==> src/rtl/mem_initiator_pkg.sv <==
// Shared address/data/MESI types and the initiator FSM state set.
`timescale 1ns/1ps
package mem_initiator_pkg;

    typedef struct packed {
        logic [7:0] Page_reference;
        logic [7:0] Address_code;
    } Taddress;

    typedef logic [63:0] Tdata_sb;

    typedef enum logic [1:0] {INV, SHR, EXC, MOD} Tmesi_state;

    typedef enum logic [1:0] {IDLE, WR_BEAT, RD_ISSUE, RD_DRAIN} Tinit_state;

    localparam int INIT_MAX_LINE_WORDS = 16;
    localparam int INIT_BEAT_W = $clog2(INIT_MAX_LINE_WORDS);

    // Offset stays inside the page; Address_code wraps at its own width.
    function automatic Taddress beat_addr(input Taddress base,
                                          input logic [INIT_BEAT_W-1:0] k);
        Taddress a;
        a = base;
        a.Address_code = base.Address_code + 8'(k);
        return a;
    endfunction

endpackage

==> src/rtl/mem_initiator_rd_valid_pipe.sv <==
// Read-valid delay line: tracks in-flight read beats and tags the last one.
`timescale 1ns/1ps
module mem_rd_valid_pipe #(
    parameter int DEPTH = 1
) (
    input  logic clk,
    input  logic reset,
    input  logic i_valid,
    input  logic i_last,
    output logic o_valid,
    output logic o_last,
    output logic o_busy
);

    logic [DEPTH-1:0] r_v;
    logic [DEPTH-1:0] r_l;

    always_ff @(posedge clk or posedge reset) begin
        if (reset) begin
            r_v <= '0;
            r_l <= '0;
        end else begin
            r_v[0] <= i_valid;
            r_l[0] <= i_valid & i_last;
            for (int k = 1; k < DEPTH; k++) begin
                r_v[k] <= r_v[k-1];
                r_l[k] <= r_l[k-1];
            end
        end
    end

    assign o_valid = r_v[DEPTH-1];
    assign o_last  = r_l[DEPTH-1];
    assign o_busy  = |r_v;

endmodule

==> src/rtl/mem_initiator.sv <==
// MainMemory bus master: sequences single/line read and write requests
// from the cache controller onto the memory port.
`timescale 1ns/1ps
module mem_initiator
    import mem_initiator_pkg::*;
#(
    parameter int LINE_WORDS   = 4,
    parameter int READ_LATENCY = 1
) (
    input  logic       clk,
    input  logic       reset,
    input  logic       req_valid,
    output logic       req_ready,
    input  logic       req_write,
    input  logic       req_burst,
    input  Taddress    req_addr,
    input  Tmesi_state req_mesi,
    input  logic       wdat_valid,
    output logic       wdat_ready,
    input  Tdata_sb    wdat_data,
    output logic       rsp_valid,
    output Tdata_sb    rsp_data,
    output Tmesi_state rsp_mesi,
    output logic       rsp_last,
    output logic       wr_done,
    output Taddress    mem_addr,
    output Tdata_sb    mem_wdata,
    output logic       mem_we,
    output Tmesi_state mem_mesi_out,
    input  Tdata_sb    mem_rdata,
    input  Tmesi_state mem_mesi_in
);

    localparam int BW = INIT_BEAT_W;
    localparam logic [BW-1:0] LAST_BURST = BW'(LINE_WORDS - 1);

    Tinit_state r_state, w_next;

    logic          r_req_ready, r_wdat_ready;
    logic          r_burst;
    Taddress       r_req_addr;
    Tmesi_state    r_req_mesi;
    logic [BW-1:0] r_beat, w_beat_n;
    logic          r_mem_we, w_mem_we;
    Taddress       r_mem_addr, w_mem_addr;
    Tdata_sb       r_mem_wdata, w_mem_wdata;
    Tmesi_state    r_mem_mesi, w_mem_mesi;
    logic          r_rd_iss, w_rd_iss;
    logic          r_rd_last, w_rd_last;
    logic          r_wr_done, w_wr_done;
    logic          r_rsp_valid, r_rsp_last;
    Tdata_sb       r_rsp_data;
    Tmesi_state    r_rsp_mesi;

    logic          w_accept, w_wbeat, w_at_last;
    logic          w_pv, w_pl, w_pbusy;

    assign w_accept  = (r_state == IDLE) && r_req_ready && req_valid;
    assign w_wbeat   = (r_state == WR_BEAT) && r_wdat_ready && wdat_valid;
    assign w_at_last = (r_beat == (r_burst ? LAST_BURST : '0));

    always_ff @(posedge clk or posedge reset) begin
        if (reset) r_state <= IDLE;
        else       r_state <= w_next;
    end

    always_comb begin
        w_next = r_state;
        unique case (r_state)
            IDLE:     if (w_accept) w_next = req_write ? WR_BEAT : RD_ISSUE;
            WR_BEAT:  if (w_wbeat && w_at_last) w_next = IDLE;
            RD_ISSUE: if (w_at_last) w_next = RD_DRAIN;
            RD_DRAIN: if (!r_rd_iss && !w_pbusy) w_next = IDLE;
            default:  w_next = IDLE;
        endcase
    end

    always_comb begin
        w_beat_n    = r_beat;
        w_mem_we    = 1'b0;
        w_mem_addr  = r_mem_addr;
        w_mem_wdata = r_mem_wdata;
        w_mem_mesi  = r_mem_mesi;
        w_rd_iss    = 1'b0;
        w_rd_last   = 1'b0;
        w_wr_done   = 1'b0;
        if (w_accept) w_beat_n = '0;
        if (w_wbeat) begin
            w_mem_we    = 1'b1;
            w_mem_addr  = beat_addr(r_req_addr, r_beat);
            w_mem_wdata = wdat_data;
            w_mem_mesi  = r_req_mesi;
            w_wr_done   = w_at_last;
            w_beat_n    = r_beat + 1'b1;
        end
        if (r_state == RD_ISSUE) begin
            w_mem_addr = beat_addr(r_req_addr, r_beat);
            w_rd_iss   = 1'b1;
            w_rd_last  = w_at_last;
            w_beat_n   = r_beat + 1'b1;
        end
    end

    // r_rd_iss marks the cycle mem_addr carries a read; the pipe ages it.
    mem_rd_valid_pipe #(
        .DEPTH(READ_LATENCY)
    ) u_pipe (
        .clk     (clk),
        .reset   (reset),
        .i_valid (r_rd_iss),
        .i_last  (r_rd_last),
        .o_valid (w_pv),
        .o_last  (w_pl),
        .o_busy  (w_pbusy)
    );

    always_ff @(posedge clk or posedge reset) begin
        if (reset) begin
            r_req_ready  <= 1'b0;
            r_wdat_ready <= 1'b0;
            r_burst      <= 1'b0;
            r_req_addr   <= '0;
            r_req_mesi   <= INV;
            r_beat       <= '0;
            r_mem_we     <= 1'b0;
            r_mem_addr   <= '0;
            r_mem_wdata  <= '0;
            r_mem_mesi   <= INV;
            r_rd_iss     <= 1'b0;
            r_rd_last    <= 1'b0;
            r_wr_done    <= 1'b0;
            r_rsp_valid  <= 1'b0;
            r_rsp_last   <= 1'b0;
            r_rsp_data   <= '0;
            r_rsp_mesi   <= INV;
        end else begin
            r_req_ready  <= (w_next == IDLE);
            r_wdat_ready <= (w_next == WR_BEAT);
            if (w_accept) begin
                r_burst    <= req_burst;
                r_req_addr <= req_addr;
                r_req_mesi <= req_mesi;
            end
            r_beat      <= w_beat_n;
            r_mem_we    <= w_mem_we;
            r_mem_addr  <= w_mem_addr;
            r_mem_wdata <= w_mem_wdata;
            r_mem_mesi  <= w_mem_mesi;
            r_rd_iss    <= w_rd_iss;
            r_rd_last   <= w_rd_last;
            r_wr_done   <= w_wr_done;
            r_rsp_valid <= w_pv;
            r_rsp_last  <= w_pv & w_pl;
            if (w_pv) begin
                r_rsp_data <= mem_rdata;
                r_rsp_mesi <= mem_mesi_in;
            end
        end
    end

    assign req_ready    = r_req_ready;
    assign wdat_ready   = r_wdat_ready;
    assign rsp_valid    = r_rsp_valid;
    assign rsp_data     = r_rsp_data;
    assign rsp_mesi     = r_rsp_mesi;
    assign rsp_last     = r_rsp_last;
    assign wr_done      = r_wr_done;
    assign mem_addr     = r_mem_addr;
    assign mem_wdata    = r_mem_wdata;
    assign mem_we       = r_mem_we;
    assign mem_mesi_out = r_mem_mesi;

endmodule

==> config.mk <==
export PLATFORM = sky130hd
export DESIGN_NAME = mem_initiator
export DESIGN_NICKNAME = d
export VERILOG_FILES = /design/src/rtl/mem_initiator_pkg.sv /design/src/rtl/mem_initiator_rd_valid_pipe.sv /design/src/rtl/mem_initiator.sv
export SDC_FILE = /design/constraint.sdc
export NUM_CORES = 1
export LEC_CHECK = 0
export CORE_MARGIN = 1.5
export CORE_UTILIZATION = 35
export CTS_CLUSTER_SIZE = 28
export DETAILED_ROUTE_END_ITERATION = 6
export HOLD_SLACK_MARGIN = 0.02
export PLACE_DENSITY = 0.73
export SYNTH_ARGS = -nofsm -noshare
export SYNTH_HDL_FRONTEND = slang
export SYNTH_SLANG_ARGS = --single-unit
==> constraint.sdc <==
create_clock -name clk -period 5.9 [get_ports clk]
set_clock_uncertainty 0.2 [all_clocks]
set_input_delay 0.885 -clock clk [delete_from_list [all_inputs] [get_ports clk]]
set_output_delay 0.885 -clock clk [all_outputs]
set_load 0.01 [all_outputs]
==> metrics <==
Crit path arrival time 3.21 ns; CP endpoint kind flip-flop; final wirelength 17.9 mm; asr flop ratio synth 100%; Worst Path Max Fanout 67; Fin. Hold Viols 0; first-pass GRT wire length 28.9 mm; grt total ovfl 0; pwr dens 522 nW/µm²; max cap viols 0; Yosys cell types 40; syn_area_per_cell 12.2 µm²; root buffer cell clkbuf_16; met2 usage 28.7%; initial cell density of the core 36.0%; via count 5263; GRT Resource Usage Total 17.3%; Clock Power Share 18.6%; CTS buffer count 17; Port-buffer cells 307; Placement Setup Slack 2.39 ns; n_diodes 0; setup TNS 0 ns; detailed placer's ending HPWL 12.7 mm; vias per inst 4.53; Hold/Removal Path Class flip-flop to flip-flop; chip width 145 µm; Final Net Count 1044; status finished, final reports clean; GR Util met3 5.57%; post-synthesis compound-gate area fraction 3.02%; routed len/inst 15.4 µm; Yosys reg bits 183; Synth Net Count 740; Post-synth EDFFs 0; share of power burned in registers 37.9%; Core Region 19700 µm²; Yosys top cell area share 64.7%; # clock sinks 183; mux contribution to synthesized area 15.1%; Worst-Margin Slew 0.889 ns; register area share after synthesis 64.7%; post-CTS resize count 0; fmax 327 MHz; largest net degree at the start of global routing 156; fin. max-slew vios 0; Tmin final 3.05 ns; met1 Use GR 21.8%; startpoint type of the worst setup path primary input; Post-CTS Setup Bufs 0; ANT nets after route 0; router iterations before antenna repair 4; DR iter-0 viols 260; clock slew seen by the registers of the worst setup and hold paths 0.07 ns; die height 145 µm; Die ar. 21100 µm²; simple logic cell fraction of the synthesized area 13.2%; Hold Path Depth 1; busiest grt layer met2; clk_lat worst skew 0.41 ns; setup violators final 0; Max VDD drop 271 µV; cts hold-fix bufs 0; Post-route DRC 0; Setup WS post-layout 2.85 ns; RSZ-0062 raised after global routing false; area share of fa/ha/maj cells after synthesis 1.17%; internal power 3.86 mW; RD Place Congestion 0.781; Post-Place Cells 1130; highest-count cells in the layout ignoring fill and taps clkdlybuf4s50_1, nand2_1, dfrtp_1; vias in the first global route 5303; Fill cells 1746; sw frac 32.5%; top post-synthesis cells by area dfrtp_1, mux2_2, nand2_1; Max clock buf depth 2; max_slew headroom 40.7%; Comb power frac 43.5%; antenna violations before repair 0; r2r worst-path depth 6; H-tree depth 4; Worst EP required 6.06 ns; Synth Warn # 0; Cell Area, Synth 7080 µm²; cell taking the most area after synthesis dfrtp_1; WS Path Type primary input to flip-flop; synth-to-layout area growth 54.5%; prevailing post-synth register cell dfrtp_1; commonest non-fill, non-tap cell in the layout clkdlybuf4s50_1; share of layout cells above drive strength 1 14.9%; row cnt 51; final non-filler cell total 1162; Sw Pwr 1.86 mW; combinational family with the most area after synthesis multiplexers; io pins 308; xor/xnor share of the synthesized area 0.495%; Cells after Synth 580; P_leak 4.88 nW; CTS tree built; period utilisation layout 51.8%
## worst max-delay path: stages
cell and delay, ns:
clkdlybuf4s50_1 0.51, nand4b_4 0.42, buf_4 0.46, inv_2 0.10, buf_4 0.52, nand2_1 0.14
nand2_1 0.08
## kinds of logic after synthesis
logic type	after synthesis
AND/OR/NAND/NOR	227
flip-flops	183
multiplexers	95
AO/OA/AOI/OAI	33
buffers and inverters	32
adder cells (fa/ha/maj)	6
XOR/XNOR	4
## Yosys cell counts, types with 3 or more instances
master    number
ha_1           5
mux2_1         3
clkbuf_1       7
dfrtp_1      183
inv_1          5
mux2_2        92
buf_2         16
nor2_1         8
o21ai_0       10
nand2_1      203
or3_1          3
a21oi_1        9
## flip-flops by register name (all words and copies together) (netlist names)
register and cells:
mem_addr 16, mem_mesi_out 2, mem_wdata 64, mem_we 1, r_beat 4, r_burst 1
r_rd_iss 1, r_rd_last 1, r_req_addr 16, r_req_mesi 2, r_state 2, req_ready 1
rsp_data 64, rsp_last 1, rsp_mesi 2, rsp_valid 1, u_pipe.o_busy 1, u_pipe.o_last 1
wdat_ready 1, wr_done 1
## path summary, 6_finish.rpt
check / from / endpoint / slack (ns)
max: wdat_valid / mem_wdata[56] / 2.85
min: u_pipe.o_last / rsp_last / 0.25
max reg2reg: r_state[1] / mem_wdata[56] / 3.32
min reg2reg: u_pipe.o_last / rsp_last / 0.25
max in group asynchronous: reset / u_pipe.o_busy / 3.54
min in group asynchronous: reset / rsp_data[22] / 0.72
## per-layer routing
metal,share of wire (%),up-vias
li1,-,2524
met1,42,2535
met2,50,195
met3,7.5,9
met4,0.78,0
met5,0,-
## final cells by class
class / count / area [µm²] / area share (%)
Sequential cell: 183 / 4580 / 41.9
Timing Repair Buffer: 311 / 3120 / 28.5
Multi-Input combinational cell: 365 / 2330 / 21.3
Clock buffer: 19 / 433 / 3.96
Tap cell: 265 / 332 / 3.03
Clock inverter: 13 / 118 / 1.08
Inverter: 6 / 26.3 / 0.240
## power by group through the flow
stage	combinational [mW]	clock (mW)	sequential, mW
2_1_floorplan	0.958	0	2.40
3_3_place_gp	2.48	0	2.17
3_5_place_dp	2.52	0	2.19
4_1_cts	2.53	1.10	2.18
5_1_grt	2.69	1.15	2.25
6_report	2.48	1.07	2.17
## per-stage QoR
step / instance area [µm²] / util [%] / power [mW] / hold slack, ns
6_report: 10900 / 55.7 / 5.71 / 0.255
5_1_grt: 10900 / 55.7 / 6.10 / 0.294
4_1_cts: 10900 / 55.7 / 5.80 / 0.257
3_5_place_dp: 10400 / 52.9 / 4.71 / 0.241
3_3_place_gp: 10400 / 52.9 / 4.65 / 0.242
2_1_floorplan: 7080 / - / 3.36 / 0.174
(Power assumes the default switching activity.)
